[src/rtl/store_monitor_pkg.sv]
// Shared types for the store monitor: FSM states, failure codes and the store-log entry.
package monitor_pkg;

  typedef enum logic [1:0] {
    IDLE = 2'd0,
    RUN  = 2'd1,
    PASS = 2'd2,
    FAIL = 2'd3
  } state_e;

  typedef enum logic [1:0] {
    NONE     = 2'd0,
    BAD_ADDR = 2'd1,
    BAD_DATA = 2'd2,
    TIMEOUT  = 2'd3
  } fail_code_e;

  typedef struct packed {
    logic [31:0] addr;
    logic [31:0] data;
  } log_entry_t;

endpackage

[src/rtl/store_monitor_if.sv]
// Data-memory write bus as driven by the single-cycle core.
interface store_monitor_if;
  logic        MemWrite;
  logic [31:0] DataAdr;
  logic [31:0] WriteData;

  modport master (output MemWrite, output DataAdr, output WriteData);
  modport slave  (input  MemWrite, input  DataAdr, input  WriteData);
endinterface

[src/rtl/store_monitor_log_buf.sv]
// Circular log of the most recent stores; overwrites the oldest entry on wrap, async read.
module store_log_buf
  import monitor_pkg::*;
#(
  parameter int unsigned LOG_DEPTH = 8
) (
  input  logic                         clk,
  input  logic                         reset,
  input  logic                         wr_en,
  input  log_entry_t                   wr_entry,
  output logic [$clog2(LOG_DEPTH)-1:0] wr_ptr,
  input  logic [$clog2(LOG_DEPTH)-1:0] rd_idx,
  output log_entry_t                   rd_entry
);

  localparam int unsigned IW = $clog2(LOG_DEPTH);

  log_entry_t mem [LOG_DEPTH];

  always_ff @(posedge clk) begin
    if (reset) begin
      mem    <= '{default: '0};
      wr_ptr <= '0;
    end else if (wr_en) begin
      mem[wr_ptr] <= wr_entry;
      wr_ptr      <= wr_ptr + IW'(1);
    end
  end

  // Read straight from the array: a same-cycle write to this slot is seen only after the edge.
  assign rd_entry = mem[rd_idx];

endmodule

[src/rtl/store_monitor.sv]
// Self-check stage: watches core stores and issues a sticky PASS/FAIL verdict with counters and a store log.
module store_monitor
  import monitor_pkg::state_e, monitor_pkg::fail_code_e, monitor_pkg::log_entry_t;
#(
  parameter logic [31:0] PASS_ADDR    = 32'd100,
  parameter logic [31:0] PASS_DATA    = 32'd7,
  parameter logic [31:0] ALLOWED_ADDR = 32'd96,
  parameter int unsigned TIMEOUT      = 1000,
  parameter int unsigned LOG_DEPTH    = 8
) (
  input  logic                         clk,
  input  logic                         reset,
  store_monitor_if.slave               bus,
  input  logic [$clog2(LOG_DEPTH)-1:0] log_rd_idx,
  output logic                         done,
  output logic                         pass,
  output logic                         fail,
  output logic [1:0]                   fail_code,
  output logic [15:0]                  store_count,
  output logic [15:0]                  cycle_count,
  output logic [$clog2(LOG_DEPTH)-1:0] log_wr_ptr,
  output logic [31:0]                  log_rd_addr,
  output logic [31:0]                  log_rd_data
);

  localparam logic [15:0] TO_LAST = 16'(TIMEOUT - 1);

  state_e     state_q, state_d;
  fail_code_e code_q, code_d;
  logic       store_hit;
  log_entry_t wr_entry, rd_entry;

  assign store_hit = (state_q == monitor_pkg::RUN) && bus.MemWrite;

  // Store checks outrank the timeout, so a terminal store on the timeout edge decides the verdict.
  always_comb begin
    state_d = state_q;
    code_d  = code_q;
    unique case (state_q)
      monitor_pkg::IDLE: state_d = monitor_pkg::RUN;
      monitor_pkg::RUN: begin
        if (store_hit && bus.DataAdr == PASS_ADDR && bus.WriteData == PASS_DATA) begin
          state_d = monitor_pkg::PASS;
        end else if (store_hit && bus.DataAdr == PASS_ADDR) begin
          state_d = monitor_pkg::FAIL;
          code_d  = monitor_pkg::BAD_DATA;
        end else if (store_hit && bus.DataAdr != ALLOWED_ADDR) begin
          state_d = monitor_pkg::FAIL;
          code_d  = monitor_pkg::BAD_ADDR;
        end else if (cycle_count == TO_LAST) begin
          state_d = monitor_pkg::FAIL;
          code_d  = monitor_pkg::TIMEOUT;
        end
      end
      default: ;
    endcase
  end

  always_ff @(posedge clk) begin
    if (reset) begin
      state_q     <= monitor_pkg::IDLE;
      code_q      <= monitor_pkg::NONE;
      store_count <= '0;
      cycle_count <= '0;
    end else begin
      state_q <= state_d;
      code_q  <= code_d;
      if (state_q == monitor_pkg::RUN && cycle_count != '1) begin
        cycle_count <= cycle_count + 16'd1;
      end
      if (store_hit && store_count != '1) begin
        store_count <= store_count + 16'd1;
      end
    end
  end

  assign pass      = (state_q == monitor_pkg::PASS);
  assign fail      = (state_q == monitor_pkg::FAIL);
  assign done      = pass | fail;
  assign fail_code = code_q;

  assign wr_entry = '{addr: bus.DataAdr, data: bus.WriteData};

  store_log_buf #(
    .LOG_DEPTH(LOG_DEPTH)
  ) u_log (
    .clk      (clk),
    .reset    (reset),
    .wr_en    (store_hit),
    .wr_entry (wr_entry),
    .wr_ptr   (log_wr_ptr),
    .rd_idx   (log_rd_idx),
    .rd_entry (rd_entry)
  );

  assign log_rd_addr = rd_entry.addr;
  assign log_rd_data = rd_entry.data;

endmodule

[src/flat_wrapper.sv]
// flat-port wrapper written by rule: the top's interface ports become plain ports
module store_monitor_flat import monitor_pkg::state_e, monitor_pkg::fail_code_e, monitor_pkg::log_entry_t;
#(
  parameter logic [31:0] PASS_ADDR    = 32'd100,
  parameter logic [31:0] PASS_DATA    = 32'd7,
  parameter logic [31:0] ALLOWED_ADDR = 32'd96,
  parameter int unsigned TIMEOUT      = 1000,
  parameter int unsigned LOG_DEPTH    = 8
)
  (clk, reset, log_rd_idx, done, pass, fail, fail_code, store_count, cycle_count, log_wr_ptr, log_rd_addr, log_rd_data, bus_MemWrite, bus_DataAdr, bus_WriteData);
  store_monitor_if bus_i ();
  input  logic clk;
  input  logic reset;
  input  logic [$clog2(LOG_DEPTH)-1:0] log_rd_idx;
  output logic done;
  output logic pass;
  output logic fail;
  output logic [1:0] fail_code;
  output logic [15:0] store_count;
  output logic [15:0] cycle_count;
  output logic [$clog2(LOG_DEPTH)-1:0] log_wr_ptr;
  output logic [31:0] log_rd_addr;
  output logic [31:0] log_rd_data;
  input wire logic [$bits(bus_i.MemWrite)-1:0] bus_MemWrite;
  input wire logic [$bits(bus_i.DataAdr)-1:0] bus_DataAdr;
  input wire logic [$bits(bus_i.WriteData)-1:0] bus_WriteData;
  assign bus_i.MemWrite = bus_MemWrite;
  assign bus_i.DataAdr = bus_DataAdr;
  assign bus_i.WriteData = bus_WriteData;
  store_monitor #(.PASS_ADDR(PASS_ADDR), .PASS_DATA(PASS_DATA), .ALLOWED_ADDR(ALLOWED_ADDR), .TIMEOUT(TIMEOUT), .LOG_DEPTH(LOG_DEPTH)) u_core (.clk(clk), .reset(reset), .bus(bus_i), .log_rd_idx(log_rd_idx), .done(done), .pass(pass), .fail(fail), .fail_code(fail_code), .store_count(store_count), .cycle_count(cycle_count), .log_wr_ptr(log_wr_ptr), .log_rd_addr(log_rd_addr), .log_rd_data(log_rd_data));
endmodule
[config.mk]
export PLATFORM = sky130hd
export DESIGN_NAME = store_monitor_flat
export DESIGN_NICKNAME = d
export VERILOG_FILES = /design/src/rtl/store_monitor_pkg.sv /design/src/rtl/store_monitor_if.sv /design/src/rtl/store_monitor_log_buf.sv /design/src/rtl/store_monitor.sv /design/src/flat_wrapper.sv
export SDC_FILE = /design/constraint.sdc
export NUM_CORES = 1
export LEC_CHECK = 0
export ABC_AREA = 1
export BUFFER_PORTS_ARGS = -buffer_cell sky130_fd_sc_hd__clkbuf_2
export CAP_MARGIN = 40
export CORE_MARGIN = 8
export CORE_UTILIZATION = 50
export DETAILED_ROUTE_END_ITERATION = 8
export GPL_TIMING_DRIVEN = 1
export PLACE_DENSITY = 0.71
export SLEW_MARGIN = 40
export SYNTH_ARGS = -nofsm -noshare
export SYNTH_HDL_FRONTEND = slang
export SYNTH_SLANG_ARGS = --single-unit
[constraint.sdc]
create_clock -name clk -period 1.7 [get_ports clk]
set_clock_uncertainty 0.2 [all_clocks]
set_input_delay 0.255 -clock clk [delete_from_list [all_inputs] [get_ports clk]]
set_output_delay 0.255 -clock clk [all_outputs]
set_load 0.02 [all_outputs]
==> results.toml, run 1 <==
[finish]
nNetsFinal = 3688
diodes = 0
drive_gt1_share_pct = 31.9
stdcell_count = 4262
fillers = 3112
area_growth_pct = 44.6

[global_route]
grt.total_usage_pct = 29.9
grt_pass1_wl_um = 133000
grt_max_degree = 84
antenna_found_initial = 2
first_global_vias = 25106
gr-total-overflow = 0

[critical_path]
worstSetupEndpointType = "output port"
start_kind = "flip-flop"
required_ns = 1.24
timing_worst_setup_path_type = "flip-flop to output port"
crit_arrival_ns = 1.97
cp_max_fo = 2

[power_and_ir_drop]
ir_drop_v = 0.000874
pwr_density_cell_nw_per_um2 = 890
p_leak_nw = 13.7
power_mw = 30.1

[clock_network]
cts.sinks = 551
cts_buffers = 58
clock_latency_ns = 0.62
cts-htree-levels = 2
ctsHoldBuffers = 65
cts_tree = "yes"
cts_root_buf = "clkbuf_16"
cts_max_path_buffers = 3
clkSlewWorstSetupHoldPaths_ns = 0.06

[logic_synthesis]
async_flop_share_pct = 0
synth_flop_cell = "dfxtp_1"
synth_edf_count = 0
ys.warnings.count = 0
syn_inst = 3232
synth_area_um2 = 23400
synth-seq-cells = 551
synth.distinct_cells = 36
synth_common_cells = "nor2_1 (833), o21ai_0 (738), dfxtp_1 (551)"
yosysTopAreaCell = "dfxtp_1"
netlist.area_leader.share_pct = 47.1
yosysMostFrequentCell = "nor2_1"
netlist_top_cells_area = "dfxtp_1 (47%), o21ai_0 (16%), nor2_1 (13%)"
syn-num-nets = 3305
syn_area_per_cell_um2 = 7.25
yosysSeqAreaShare_pct = 47.1

[routing]
drt_wl_total_um = 94000
drt_iter0_drc = 3405
dr.pass1.iters = 6
drtAntennaViolNets = 0
wl_per_cell_um = 22.1
vias = 26613
via_per_inst = 6.24
drcViolationCount = 0

[sta]
tightest_slew_ns = 0.550
slew_viol_final = 0
fin_ws_ns = -0.726
fmaxAchievable_mhz = 412
holdWs_ns = -0.0306
hold_viol = 1
fin_crit_ns = 2.43
rsz0062_at_grt = "yes"
fin_crit_sh_pct = 143
setup_violations = 619
fin_tns_setup_ns = -135.47
slew_headroom_pct = 63.2

[flow_run]
drv_cap = 0

[floorplanning]
start_util_pct = 50.4
io_pins = 174
core_um2 = 46500
die_h_um = 232
die_w_um = 232
rows = 79
die_area_um2 = 54000

[run_status]
violations = "negative hold slack, negative setup slack"
run_status = "finished with violations"

[placement]
gp_congestion = 0.849
dp.cells = 3971
dp_hpwl_um = 46200
io_buffers = 173

[min_path]
hold_path_class = "input pin to flip-flop"
-- routing by layer --
layer,part of all wire (%),global-route usage (%),wire [um]
met1,37,36.3,35000
met2,45,49.8,42700
met3,11,6.41,10300
met4,6.3,15.2,5970
met5,0,0,0
-- state kept, by name (all words and copies together), names as in the netlist --
register and cells:
u_core.cycle_count 16, u_core.fail_code 2, u_core.state_q 2, u_core.store_count 16
u_core.u_log.mem 512, u_core.u_log.wr_ptr 3
-- worst max-delay path, cell delays in order, from the launching register on --
cell and delay (ns):
dfxtp_1 0.41, o21ai_0 0.19, o22ai_1 0.21, nor2_1 0.11
a31oi_2 0.23, clkbuf_8 0.20
-- where the power goes --
group	internal [mW]	switching, mW	leakage, nW
Clock	7.52	5.36	0.945
Combinational	1.64	2.32	8.26
Sequential	13.2	0.144	4.54
-- repair_timing --
| action | in CTS | in global routing |
|---|---|---|
| resized for setup | 428 | 536 |
| buffers inserted | 42 | 41 |
| pin swaps | 191 | 237 |
| setup endpoints to repair | 627 | 644 |
| endpoints found under the hold margin | 548 | 1 |
| cloned | 33 | 27 |
-- cell type report --
cell class	instances	area, um2	share of cell area, %
Multi-Input combinational cell	2294	12400	36.5
Sequential cell	551	11300	33.2
Timing Repair Buffer	609	7150	21.1
Clock buffer	83	1710	5.04
Tap cell	607	759	2.24
Inverter	101	429	1.27
Clock inverter	17	196	0.580
-- final timing paths --
path / from / end / slack, ns / cells past startpoint
worst min-delay path: bus_MemWrite / u_core.u_log.wr_ptr[1] / -0.03 / 5
worst max-delay path: u_core.u_log.mem[183] / log_rd_addr[23] / -0.73 / 5
worst min register to register: u_core.fail_code[0] / u_core.fail_code[0] / 0.26 / 2
worst max register to register: u_core.state_q[0] / u_core.u_log.mem[443] / -0.36 / 13
-- kinds of logic after synthesis --
| family | Yosys count | synth area share [%] |
|---|---|---|
| adder cells (fa/ha/maj) | 3 | 0.160 |
| buffers and inverters | 387 | 7.09 |
| AND/OR/NAND/NOR | 986 | 17.0 |
| AO/OA/AOI/OAI | 1298 | 28.4 |
| flip-flops | 551 | 47.1 |
| XOR/XNOR | 7 | 0.262 |
-- cells in the final DEF (no fill, tap or decap), drive strengths merged, types with 4 or more instances in the layout --
master         n
a21oi        377
a31oi         65
buf          354
inv           71
bufinv         4
xor2           6
nor2         844
o21ai        789
dfxtp        551
dlygate4sd3   65
o22ai         64
nand2         82
nor3          18
nand4         10
clkinv        42
clkbuf       272
nand3         25
-- stage by stage --
step | util, % | setup slack (ns) | cell area [um2]
floorplan | - | -0.0545 | 23900
global route | 72.9 | -0.747 | 33900
CTS | 68.7 | -0.492 | 31900
global placement | 57.9 | -0.386 | 26900
detailed placement | 57.9 | -0.386 | 26900
finish | 72.9 | -0.726 | 33900
Power figures use the tool's default switching activity.
==> run 2, diff against run 1 <==
--- a/config.mk
+++ b/config.mk
@@ -8,7 +8,7 @@
 export ABC_AREA = 1
 export BUFFER_PORTS_ARGS = -buffer_cell sky130_fd_sc_hd__clkbuf_2
 export CAP_MARGIN = 40
-export CORE_MARGIN = 8
+export CORE_MARGIN = 2
 export CORE_UTILIZATION = 50
 export DETAILED_ROUTE_END_ITERATION = 8
 export GPL_TIMING_DRIVEN = 1
==> results.toml, run 2 (same netlist as run 1, synthesis figures left out) <==
[sta]
fin_tns_setup_ns = -179.27
fin_crit_ns = 2.38
slew_headroom_pct = 62.6
setup_violations = 628
fmaxAchievable_mhz = 420
hold_viol = 0
fin_ws_ns = -0.679
slew_viol_final = 0
rsz0062_at_grt = "yes"
tightest_slew_ns = 0.559
holdWs_ns = 0.0216
fin_crit_sh_pct = 140

[floorplanning]
io_pins = 174
start_util_pct = 50.5
die_area_um2 = 48600
die_w_um = 220
die_h_um = 220
rows = 79
core_um2 = 46400

[power_and_ir_drop]
seqPwrFrac_pct = 43.8
p_leak_nw = 14.2
switching_share_pct = 27.1
power_mw = 30.4
pwr_density_cell_nw_per_um2 = 866
power.switching_mw = 8.24
p_comb_share_pct = 14.9
ir_drop_v = 0.000822
internal_power_mw = 22.2
clkPwrFrac_pct = 41.3

[placement]
post_dp_cell_area_um2 = 27200
dp.cells = 3994
gp_congestion = 0.890
io_buffers = 173
dp_slack_ns = -0.394
dp_hpwl_um = 46200

[critical_path]
cp_max_fo = 2
crit_slowest_cell = "dfxtp_2"
critPathBufInv = 1
worstSetupEndpointType = "output port"
timing_worst_setup_path_type = "flip-flop to output port"
crit_family = "compound AO/OA/AOI/OAI gates"
required_ns = 1.24
start_kind = "flip-flop"
critical_path.cell_chain = "o21ai_0 > o22ai_1 > nor2_1 > a31oi_2 > clkbuf_8"
crit_arrival_ns = 1.92
slowest_delay_ns = 0.35

[flow_run]
drv_cap = 0

[global_route]
first_global_vias = 24899
grt_max_degree = 100
gr-total-overflow = 0
grt.total_usage_pct = 35.2
antenna_found_initial = 6
grt_pass1_wl_um = 135000

[finish]
top_register = "u_core.u_log.mem"
largest_reg_flops = 512
drive_gt1_share_pct = 34.5
final_cell_mix = "nor2_1 (742), o21ai_0 (449), dfxtp_1 (383)"
reg.largest.list = "u_core.u_log.mem (512), u_core.cycle_count (16), u_core.store_count (16)"
stdcell_count = 4328
nNetsFinal = 3748
area_growth_pct = 50.0
final_common_cell = "nor2_1"
final_util_pct = 75.8
stdcell_area_um2 = 35200
fillers = 2836

[clock_network]
cts-htree-levels = 2
cts_max_path_buffers = 3
clock_latency_ns = 0.62
cts_tree = "yes"
cts.sinks = 551
clkSlewWorstSetupHoldPaths_ns = 0.06
cts_root_buf = "clkbuf_16"
cts_buffers = 57

[routing]
via_per_inst = 6.50
drt_iter0_drc = 4933
drcViolationCount = 0
vias = 28152
dr.pass1.iters = 8
wl_per_cell_um = 24.5
drt_wl_total_um = 106000
drtAntennaViolNets = 0

[min_path]
hold_path_class = "input pin to flip-flop"

[run_status]
run_status = "finished with violations"
violations = "negative setup slack"
run 2: changes by cell type in the layout (fill, tap and decap cells not counted), sizes merged:
| cell | change |
|---|---|
| buf | +63 |
| bufinv | -3 |
| inv | -1 |
| diode | +4 |
| clkinvlp | +1 |
| clkinv | -3 |
| clkbuf | +4 |
| nand2 | +1 |
run 2: power groups by stage:
stage / combinational (mW) / clock (mW) / sequential (mW)
3_3_place_gp: 3.08 / 0 / 13.5
4_1_cts: 3.90 / 12.4 / 13.3
2_1_floorplan: 1.83 / 0 / 13.5
6_report: 4.55 / 12.6 / 13.3
5_1_grt: 4.73 / 13.0 / 13.3
3_5_place_dp: 3.14 / 0 / 13.5
run 2: worst paths after layout:
kind	from	endpoint	slack, ns	cells after the start
worst min-delay path	bus_MemWrite	u_core.u_log.wr_ptr[0]	0.02	6
worst min register to register	u_core.fail_code[0]	u_core.fail_code[0]	0.29	2
worst max-delay path	u_core.u_log.mem[72]	log_rd_data[8]	-0.68	5
worst max register to register	u_core.state_q[0]	u_core.u_log.mem[190]	-0.54	10
run 2: per-layer routing:
metal  share of wire, %  global-route usage [%]
met1                 35                    43.3
met3                 14                    7.29
met2                 43                    56.3
met4                8.2                    22.5
met5             0.0085                       0
run 2: repair_timing:
| item | 4_1_cts | 5_1_grt |
|---|---|---|
| gates resized for setup | 505 | 611 |
| pin swaps | 165 | 201 |
| cloned | 40 | 37 |
| setup endpoints to repair | 619 | 645 |
| hold endpoints to repair | 539 | 0 |
| hold buffers | 65 | 0 |
| setup buffers | 59 | 35 |
run 2: final cells by class:
cell class                      count  area, um2  share of cell area [%]
Sequential cell                   551      11300                    32.0
Timing Repair Buffer              669       8180                    23.3
Inverter                          101        425                    1.21
Multi-Input combinational cell   2295      12700                    36.1
Clock buffer                       90       1740                    4.95
Clock inverter                     11       91.3                   0.260
Antenna cell                        4       10.0                  0.0285
Tap cell                          607        759                    2.16
run 2: worst reg2reg max path: cells and delay by family, from the launching register on:
kind	cells	cell delay, ns
flops	1	0.33
simple gates	4	0.52
compound gates	2	0.51
buf+inv	4	0.52
